===== config.mk =====
export PLATFORM = sky130hd
export DESIGN_NAME = fibergyro_poll_sequencer
export DESIGN_NICKNAME = d
export VERILOG_FILES = /design/src/rtl/fibergyro_pkg.sv /design/src/rtl/fibergyro_rx_parser.sv /design/src/rtl/fibergyro_poll_sequencer.sv
export SDC_FILE = /design/constraint.sdc
export NUM_CORES = 1
export LEC_CHECK = 0
export ABC_AREA = 0
export BUFFER_PORTS_ARGS = -buffer_cell sky130_fd_sc_hd__buf_2
export CORE_UTILIZATION = 46
export CTS_CLUSTER_SIZE = 12
export DETAILED_ROUTE_END_ITERATION = 7
export PLACE_DENSITY = 0.68
export RECOVER_POWER = 50
export SYNTH_ARGS = -nofsm -noshare
export SYNTH_HDL_FRONTEND = slang
export SYNTH_HIERARCHICAL = 1
export SYNTH_SLANG_ARGS = --single-unit

===== constraint.sdc =====
create_clock -name CLK -period 4.3 [get_ports CLK]
set_input_delay 0.86 -clock CLK [delete_from_list [all_inputs] [get_ports CLK]]
set_output_delay 0.86 -clock CLK [all_outputs]
set_load 0.005 [all_outputs]

===== src/rtl/fibergyro_pkg.sv =====
// rtl/fibergyro_pkg.sv - shared state types, frame constants and TX frame byte helper
package fibergyro_pkg;

  typedef enum logic [2:0] {
    ST_IDLE,
    ST_TX_WAIT,
    ST_TX_STRB,
    ST_TX_HOLD,
    ST_TX_GUARD,
    ST_RX
  } seq_state_e;

  typedef enum logic [1:0] {
    RX_HUNT0,
    RX_HUNT1,
    RX_PAY,
    RX_CHK
  } rx_state_e;

  localparam logic [7:0] HDR0           = 8'hEB;
  localparam logic [7:0] HDR1           = 8'h90;
  localparam logic [7:0] CMD_CHK_SEED   = 8'h7B;
  localparam logic [1:0] STROBE_HOLDOFF = 2'd2;

  // Command frame is EB 90 cmd chk, with chk = seed + cmd (mod 256).
  function automatic logic [7:0] tx_frame_byte(input logic [1:0] idx, input logic [7:0] cmd);
    case (idx)
      2'd0:    return HDR0;
      2'd1:    return HDR1;
      2'd2:    return cmd;
      default: return cmd + CMD_CHK_SEED;
    endcase
  endfunction

endpackage


===== src/rtl/fibergyro_rx_parser.sv =====
// rtl/fibergyro_rx_parser.sv - response header hunt, payload streaming and checksum check
module fibergyro_rx_parser
  import fibergyro_pkg::*;
#(
  parameter int RSP_LEN = 6
) (
  input  logic       clk_i,
  input  logic       rst_ni,
  input  logic       clear_i,
  input  logic       byte_vld_i,
  input  logic [7:0] byte_i,
  output logic       chk_now_o,
  output logic       rsp_valid_o,
  output logic [7:0] rsp_data_o,
  output logic [3:0] rsp_idx_o,
  output logic       frame_done_o,
  output logic       frame_err_o
);

  localparam logic [3:0] IDX_LAST = 4'(RSP_LEN - 1);

  rx_state_e  state_q;
  logic [3:0] idx_q;
  logic [7:0] sum_q;
  logic       take;

  assign take      = byte_vld_i && !clear_i;
  assign chk_now_o = take && (state_q == RX_CHK);

  always_ff @(posedge clk_i or negedge rst_ni) begin
    if (!rst_ni) begin
      state_q      <= RX_HUNT0;
      idx_q        <= 4'd0;
      sum_q        <= 8'd0;
      rsp_valid_o  <= 1'b0;
      rsp_data_o   <= 8'd0;
      rsp_idx_o    <= 4'd0;
      frame_done_o <= 1'b0;
      frame_err_o  <= 1'b0;
    end else begin
      rsp_valid_o  <= 1'b0;
      frame_done_o <= 1'b0;
      frame_err_o  <= 1'b0;
      if (clear_i) begin
        state_q <= RX_HUNT0;
        idx_q   <= 4'd0;
        sum_q   <= 8'd0;
      end else if (take) begin
        case (state_q)
          RX_HUNT0: if (byte_i == HDR0) state_q <= RX_HUNT1;
          // A repeated sync byte may be the real start of the header.
          RX_HUNT1: begin
            if (byte_i == HDR1) begin
              state_q <= RX_PAY;
              idx_q   <= 4'd0;
              sum_q   <= 8'd0;
            end else if (byte_i != HDR0) begin
              state_q <= RX_HUNT0;
            end
          end
          RX_PAY: begin
            rsp_valid_o <= 1'b1;
            rsp_data_o  <= byte_i;
            rsp_idx_o   <= idx_q;
            sum_q       <= sum_q + byte_i;
            if (idx_q == IDX_LAST) state_q <= RX_CHK;
            else idx_q <= idx_q + 4'd1;
          end
          default: begin
            frame_done_o <= 1'b1;
            frame_err_o  <= (byte_i != sum_q);
            state_q      <= RX_HUNT0;
          end
        endcase
      end
    end
  end

endmodule


===== src/rtl/fibergyro_poll_sequencer.sv =====
// rtl/fibergyro_poll_sequencer.sv - periodic gyro poll over CoreUART: command TX, response RX, timers
// Optional FIBGY_STATS_EN adds saturating good/error/timeout frame counters.
module fibergyro_poll_sequencer
  import fibergyro_pkg::*;
#(
  parameter int          POLL_PERIOD = 100000,
  parameter int          RSP_LEN     = 6,
  parameter int          TIMEOUT     = 50000,
  parameter int          TX_GUARD    = 1000,
  parameter logic [12:0] BAUD_VAL    = 13'd25
) (
  input  logic        CLK,
  input  logic        RESET,
  input  logic        en,
  input  logic [7:0]  cmd_byte,
  input  logic        txrdy,
  input  logic        rxrdy,
  input  logic [7:0]  rx_data,
  output logic        wen_n,
  output logic        oen_n,
  output logic [7:0]  tx_data,
  output logic [12:0] baud_val,
  output logic        tx_en,
  output logic        rx_en,
  output logic [7:0]  rsp_data,
  output logic [3:0]  rsp_idx,
  output logic        rsp_valid,
  output logic        frame_done,
  output logic        frame_err,
  output logic        timeout,
  output logic [15:0] good_cnt,
  output logic [15:0] err_cnt,
  output logic [15:0] tmo_cnt
);

  localparam int PER_W = $clog2(POLL_PERIOD + 1);
  localparam int TMO_W = $clog2(TIMEOUT + 1);
  localparam int GRD_W = $clog2(TX_GUARD + 1);
  localparam logic [PER_W-1:0] PER_LAST = PER_W'(POLL_PERIOD - 1);
  localparam logic [TMO_W-1:0] TMO_LAST = TMO_W'(TIMEOUT - 1);
  localparam logic [GRD_W-1:0] GRD_LAST = GRD_W'(TX_GUARD - 1);

  seq_state_e       state_q;
  logic [PER_W-1:0] per_cnt_q;
  logic [TMO_W-1:0] tmo_tmr_q;
  logic [GRD_W-1:0] grd_cnt_q;
  logic [1:0]       byte_idx_q;
  logic [1:0]       hold_q;
  logic [7:0]       cmd_q;
  logic             wen_n_q;
  logic [7:0]       tx_data_q;
  logic             tx_en_q;
  logic             rx_en_q;
  logic             timeout_q;
  logic             oen_n_q;
  logic [1:0]       rd_hold_q;
  logic [7:0]       rx_byte_q;
  logic             rx_vld_q;
  logic             tick;
  logic             chk_now;
  logic             parser_clear;

  assign tick         = en && (per_cnt_q == PER_LAST);
  assign parser_clear = (state_q != ST_RX);

  assign wen_n    = wen_n_q;
  assign oen_n    = oen_n_q;
  assign tx_data  = tx_data_q;
  assign baud_val = BAUD_VAL;
  assign tx_en    = tx_en_q;
  assign rx_en    = rx_en_q;
  assign timeout  = timeout_q;

  always_ff @(posedge CLK or negedge RESET) begin
    if (!RESET) per_cnt_q <= '0;
    else if (!en || tick) per_cnt_q <= '0;
    else per_cnt_q <= per_cnt_q + PER_W'(1);
  end

  // Reads run in every state so stray bytes never back up the UART receive FIFO.
  always_ff @(posedge CLK or negedge RESET) begin
    if (!RESET) begin
      oen_n_q   <= 1'b1;
      rd_hold_q <= 2'd0;
      rx_byte_q <= 8'd0;
      rx_vld_q  <= 1'b0;
    end else begin
      rx_vld_q <= 1'b0;
      if (!oen_n_q) begin
        oen_n_q   <= 1'b1;
        rx_byte_q <= rx_data;
        rx_vld_q  <= 1'b1;
        rd_hold_q <= STROBE_HOLDOFF;
      end else if (rd_hold_q != 2'd0) begin
        rd_hold_q <= rd_hold_q - 2'd1;
      end else if (rxrdy) begin
        oen_n_q <= 1'b0;
      end
    end
  end

  always_ff @(posedge CLK or negedge RESET) begin
    if (!RESET) begin
      state_q    <= ST_IDLE;
      tmo_tmr_q  <= '0;
      grd_cnt_q  <= '0;
      byte_idx_q <= 2'd0;
      hold_q     <= 2'd0;
      cmd_q      <= 8'd0;
      wen_n_q    <= 1'b1;
      tx_data_q  <= 8'd0;
      tx_en_q    <= 1'b0;
      rx_en_q    <= 1'b1;
      timeout_q  <= 1'b0;
    end else begin
      timeout_q <= 1'b0;
      case (state_q)
        ST_IDLE: begin
          if (tick) begin
            state_q    <= ST_TX_WAIT;
            cmd_q      <= cmd_byte;
            byte_idx_q <= 2'd0;
            tx_en_q    <= 1'b1;
            rx_en_q    <= 1'b0;
          end
        end
        ST_TX_WAIT: begin
          if (txrdy) begin
            wen_n_q   <= 1'b0;
            tx_data_q <= tx_frame_byte(byte_idx_q, cmd_q);
            state_q   <= ST_TX_STRB;
          end
        end
        ST_TX_STRB: begin
          wen_n_q <= 1'b1;
          hold_q  <= STROBE_HOLDOFF - 2'd1;
          state_q <= ST_TX_HOLD;
        end
        ST_TX_HOLD: begin
          if (hold_q != 2'd0) begin
            hold_q <= hold_q - 2'd1;
          end else if (byte_idx_q == 2'd3) begin
            grd_cnt_q <= '0;
            state_q   <= ST_TX_GUARD;
          end else begin
            byte_idx_q <= byte_idx_q + 2'd1;
            state_q    <= ST_TX_WAIT;
          end
        end
        // Guard time restarts whenever txrdy drops, so it counts from the final rise.
        ST_TX_GUARD: begin
          if (!txrdy) begin
            grd_cnt_q <= '0;
          end else if (grd_cnt_q == GRD_LAST) begin
            tx_en_q   <= 1'b0;
            rx_en_q   <= 1'b1;
            tmo_tmr_q <= '0;
            state_q   <= ST_RX;
          end else begin
            grd_cnt_q <= grd_cnt_q + GRD_W'(1);
          end
        end
        ST_RX: begin
          if (chk_now) begin
            state_q <= ST_IDLE;
          end else if (tmo_tmr_q == TMO_LAST) begin
            timeout_q <= 1'b1;
            state_q   <= ST_IDLE;
          end else begin
            tmo_tmr_q <= tmo_tmr_q + TMO_W'(1);
          end
        end
        default: state_q <= ST_IDLE;
      endcase
    end
  end

  fibergyro_rx_parser #(
    .RSP_LEN(RSP_LEN)
  ) u_rx_parser (
    .clk_i       (CLK),
    .rst_ni      (RESET),
    .clear_i     (parser_clear),
    .byte_vld_i  (rx_vld_q),
    .byte_i      (rx_byte_q),
    .chk_now_o   (chk_now),
    .rsp_valid_o (rsp_valid),
    .rsp_data_o  (rsp_data),
    .rsp_idx_o   (rsp_idx),
    .frame_done_o(frame_done),
    .frame_err_o (frame_err)
  );

`ifdef FIBGY_STATS_EN
  logic [15:0] good_q;
  logic [15:0] err_q;
  logic [15:0] tmo_q;

  always_ff @(posedge CLK or negedge RESET) begin
    if (!RESET) begin
      good_q <= 16'd0;
      err_q  <= 16'd0;
      tmo_q  <= 16'd0;
    end else begin
      if (frame_done && !frame_err && good_q != 16'hFFFF) good_q <= good_q + 16'd1;
      if (frame_done && frame_err && err_q != 16'hFFFF) err_q <= err_q + 16'd1;
      if (timeout && tmo_q != 16'hFFFF) tmo_q <= tmo_q + 16'd1;
    end
  end

  assign good_cnt = good_q;
  assign err_cnt  = err_q;
  assign tmo_cnt  = tmo_q;
`else
  assign good_cnt = 16'd0;
  assign err_cnt  = 16'd0;
  assign tmo_cnt  = 16'd0;
`endif

endmodule


# == After elaboration in Yosys (flattened, before gate mapping) ==
# Index checks and enable logic that the tools add are counted.
# totals
ff_bits,111
input_bits,21
# op_classes
n_bitwise,1
eq_ne,38
n_mux,71
n_addsub,9
n_reduce_logical,33
# ops
cell,count
two-way mux 16 bit,4
two-way mux 10 bit,4
one-hot mux 16 bit (2 select lines),1
two-way mux 2 bit,12
two-way mux 3 bit,8
two-way mux 8 bit,3
one-hot mux 8 bit (3 select lines),1
two-way mux 1 bit,23
"inequality test 2 bit, second input constant",10
one-hot mux 10 bit (2 select lines),1
AND reduction 4 bit,5
one-hot mux 3 bit (6 select lines),1
nonzero test 2 bit,9
"adder 17 x 1 -> 17 bit, second input constant",1
"equality test 17 bit, second input constant",1
two-way mux 17 bit,1
"adder 16 x 1 -> 16 bit, second input constant",1
"equality test 16 bit, second input constant",1
"equality test 8 bit, second input constant",2
two-way mux 4 bit,4
one-hot mux 8 bit (2 select lines),1
"adder 10 x 1 -> 10 bit, second input constant",1
"equality test 10 bit, second input constant",1
"inequality test 3 x 1 -> 1 bit, second input constant",3
other kinds (33),53

# == Longest topological paths before layout ==
# depth
word_depth,6
ltp_mapped,11

# == Cells and area by module ==
# Netlist, hierarchy kept.
# modules_own_cells
mod,instances,area_per_inst_um2,cells_each
fibergyro_poll_sequencer,1,4737.0,500
fibergyro_rx_parser,1,1555.2,165

# == Worst setup path before layout ==
# OpenSTA, ideal clock, no wires.
# synth_timing
path_type,input -> register
start,in txrdy
end,reg tmo_tmr_q[4]
t_arrival_ns,2.478
path_stages,7
path_slack_ns,1.744
setup_ns,0.078
cell_sequence,nand4bb_4 -> or4_1 -> buf_2 -> a221o_1 -> buf_6 -> or3_1 -> a21oi_1
# synth_between
elab_chain_len,2
# synth_lines
item,line_no,text
start: declaration,fibergyro_poll_sequencer.sv:16,"input logic txrdy,"
inequality test 2 bit (no line),-,
AND reduction 5 bit (no line),-,
end signal: assignment,fibergyro_poll_sequencer.sv:170,tmo_tmr_q <= tmo_tmr_q + TMO_W'(1);
end: declaration,fibergyro_poll_sequencer.sv:45,logic [TMO_W-1:0] tmo_tmr_q;
# No other way between the ends.
# A chain may end at the register's enable or synchronous reset.

==> metrics.yaml <==
root_buffer: "clkbuf_16"
arrival_ps: 3170
grt-ovfl-total: 0
yosysWarningCount: 6
clock-sinks: 111
synth_enable_flop_cells: 0
cts_setup_buffers: 0
use_met1: 0.251
routedWlPerCell_um: 14.1
setup_viol: 0
drt_wl_total_mm: 12.5
switchingPower_uw: 617
met3_usage: 0.0359
grt_pass1_vias: 4632
worst-path-max-fanout: 19
rows: 42
buffer_ports.inserted: 48
use_met2: 0.313
insertedDiodeCount: 0
leakage_uw: 0.00322
hold_viol: 0
cts_tree: "built"
slew_viol_final: 60
synth_cells: 665
grt_pass1_wl_mm: 21.9
fin_tns_setup_ps: 0
ios: 110
start_kind: "flip-flop"
holdBufCountCts: 0
cts_max_path_buffers: 2
min_path_type: "flip-flop to flip-flop"
clkPwrFrac: 0.391
firstDrtPassIters: 5
clk_latency_ps: 360
synth_seq_area_share: 0.442
drive_gt1_frac: 0.135
coreArea_sq_um: 13300
period_needed_ps: 2920
grt_max_degree: 56
cts_resized: 0
ys_types: 69
die_h_um: 119
async_reset_ff_frac: 1.00
final_nets: 746
start_util: 0.473
die-area_sq_um: 14200
postSynth.topFlopCell: "dfrtp_1"
drt_iter0_drc: 289
tightestPinTransition_ps: 1610
synth-seq-cells: 111
critical_path_class: "flip-flop to flip-flop"
cts_buffers: 9
dp_hpwl_mm: 8.93
max_cap_viol_count: 2
comb_power_share: 0.113
timing.fmax_ghz: 0.343
drc_errors: 0
vdd_drop_max_mv: 0.220
die_w_um: 119
violations: "max-capacitance violations, max-slew violations"
worstPathRequired_ps: 4550
finalCritPeriodShare: 0.678
final.setup_skew_ps: 8.05
design_area_sq_um: 6780
htreeDepth: 3
end_kind: "flip-flop"
vias_per_cell: 5.41
clkSlewWorstSetupHoldPaths_ps: 70
slew_headroom: -0.0731
ant_nets: 0
power.density_cell_area_nw_per_um2: 357
power_uw: 2420
internal_power_uw: 1800
antenna_found_initial: 0
busiest_layer: "met2"
rsz0062_at_grt: "false"
r2r_setup_slack_ps: 1380
avgSynthCellArea_sq_um: 9.46
swShare: 0.255
run_status: "finished with violations"
dpl_cell_area_sq_um: 6450
syn_area_sq_um: 6290
p_seq_frac: 0.496
vias: 4791
grtUsageTotal: 0.190
finalWeightedCongestion: 0.912
area_delta_synth_final_pct: 7.75
[state kept, by name, summed over array words and instances, names as in the netlist, 4 cells and up]
| register | count |
|---|---|
| per_cnt_q | 17 |
| tmo_tmr_q | 16 |
| grd_cnt_q | 10 |
| cmd_q | 8 |
| rx_byte_q | 8 |
| tx_data | 8 |
| u_rx_parser/rsp_data_o | 8 |
| u_rx_parser/sum_q | 8 |
| u_rx_parser/idx_q | 4 |
| u_rx_parser/rsp_idx_o | 4 |
[cell families (layout without fill, tap and decap cells)]
family / Yosys count / in the layout / synth area share
other cells: 2 / 61 / 0.00119
xor+xnor: 27 / 27 / 0.0376
buf+inv: 108 / 93 / 0.105
mux: 19 / 19 / 0.0338
simple gates: 253 / 253 / 0.208
fa+ha+maj: 21 / 21 / 0.0430
flops: 111 / 111 / 0.442
compound gates: 124 / 124 / 0.129
[stage by stage]
step                cells  hold slack [ps]  utilization  setup WS (ps)
finish                885              461        0.510           1380
global route          885              493        0.510           1070
CTS                   885              469        0.511           1350
detailed placement    869              457        0.485           1330
global placement      869              439        0.485           1410
floorplan             724              424            -           1740
[power by group through the flow]
stage	clock (uW)	sequential, uW	combinational, uW
after global routing	1010	1210	314
final	945	1200	274
after global placement	0	1210	258
after detailed placement	0	1220	274
after floorplan	0	1170	258
after CTS	970	1200	278
[synth_stat cells (5+ instances only)]
master	instances	area [sq um]
a211oi_1	9	67.6
a21o_1	5	37.5
a21oi_1	26	130
and3_1	7	43.8
buf_4	63	473
clkbuf_1	13	48.8
dfrtp_1	108	2700
ha_1	20	250
inv_1	23	86.3
mux2_2	18	203
nand2_1	83	312
nand2b_1	10	62.6
nand3_1	19	95.1
nand4_1	13	81.3
nor2_1	52	195
nor2b_1	6	37.5
nor3_1	14	70.1
o21ai_0	35	175
o31ai_1	8	60.1
or3_1	12	75.1
or4_1	6	45.0
xnor2_1	17	149
xor2_1	10	87.6
[worst max-delay path, stage by stage (launching register included)]
cell and delay, ps:
dfrtp_1 690, and3b_1 330, inv_1 190, nand4bb_1 150, buf_4 230, clkinv_1 460, and3_1 380, o221a_2 220
nor2_1 100, nand2_1 50
[metal layers]
layer / vias up / part of all wire
met3: 15 / 0.032
met2: 105 / 0.48
li1: 2301 / -
met5: - / 0
met1: 2370 / 0.47
met4: 0 / 0.014
[final timing paths]
path	from	end	cells past startpoint
min in group asynchronous	RESET	per_cnt_q[4]	1
setup reg to reg	state_q[1]	u_rx_parser/sum_q[7]	9
setup / recovery	state_q[1]	u_rx_parser/sum_q[7]	9
hold / removal	per_cnt_q[0]	per_cnt_q[0]	1
max in group asynchronous	RESET	state_q[1]	2
hold reg to reg	per_cnt_q[0]	per_cnt_q[0]	1
[final cells by class]
class                   count  area (sq um)
fillers                  1240          6520
multi-input cells         505          3080
flip-flops and latches    111          2780
repair buffers             53           273
clock buffers              11           233
well taps                 176           220
clock inverters             5           106
inverters                  24          90.1
[layout by cell type, fill, tap and decap left out, types with 18 or more instances in the layout]
master / instances
dfrtp_1: 108
nand2_1: 83
conb_1: 61
nor2_1: 52
buf_2: 47
o21ai_0: 35
a21oi_1: 26
inv_1: 23
ha_1: 20
nand3_1: 19
mux2_2: 18
(Power assumes the default switching activity.)
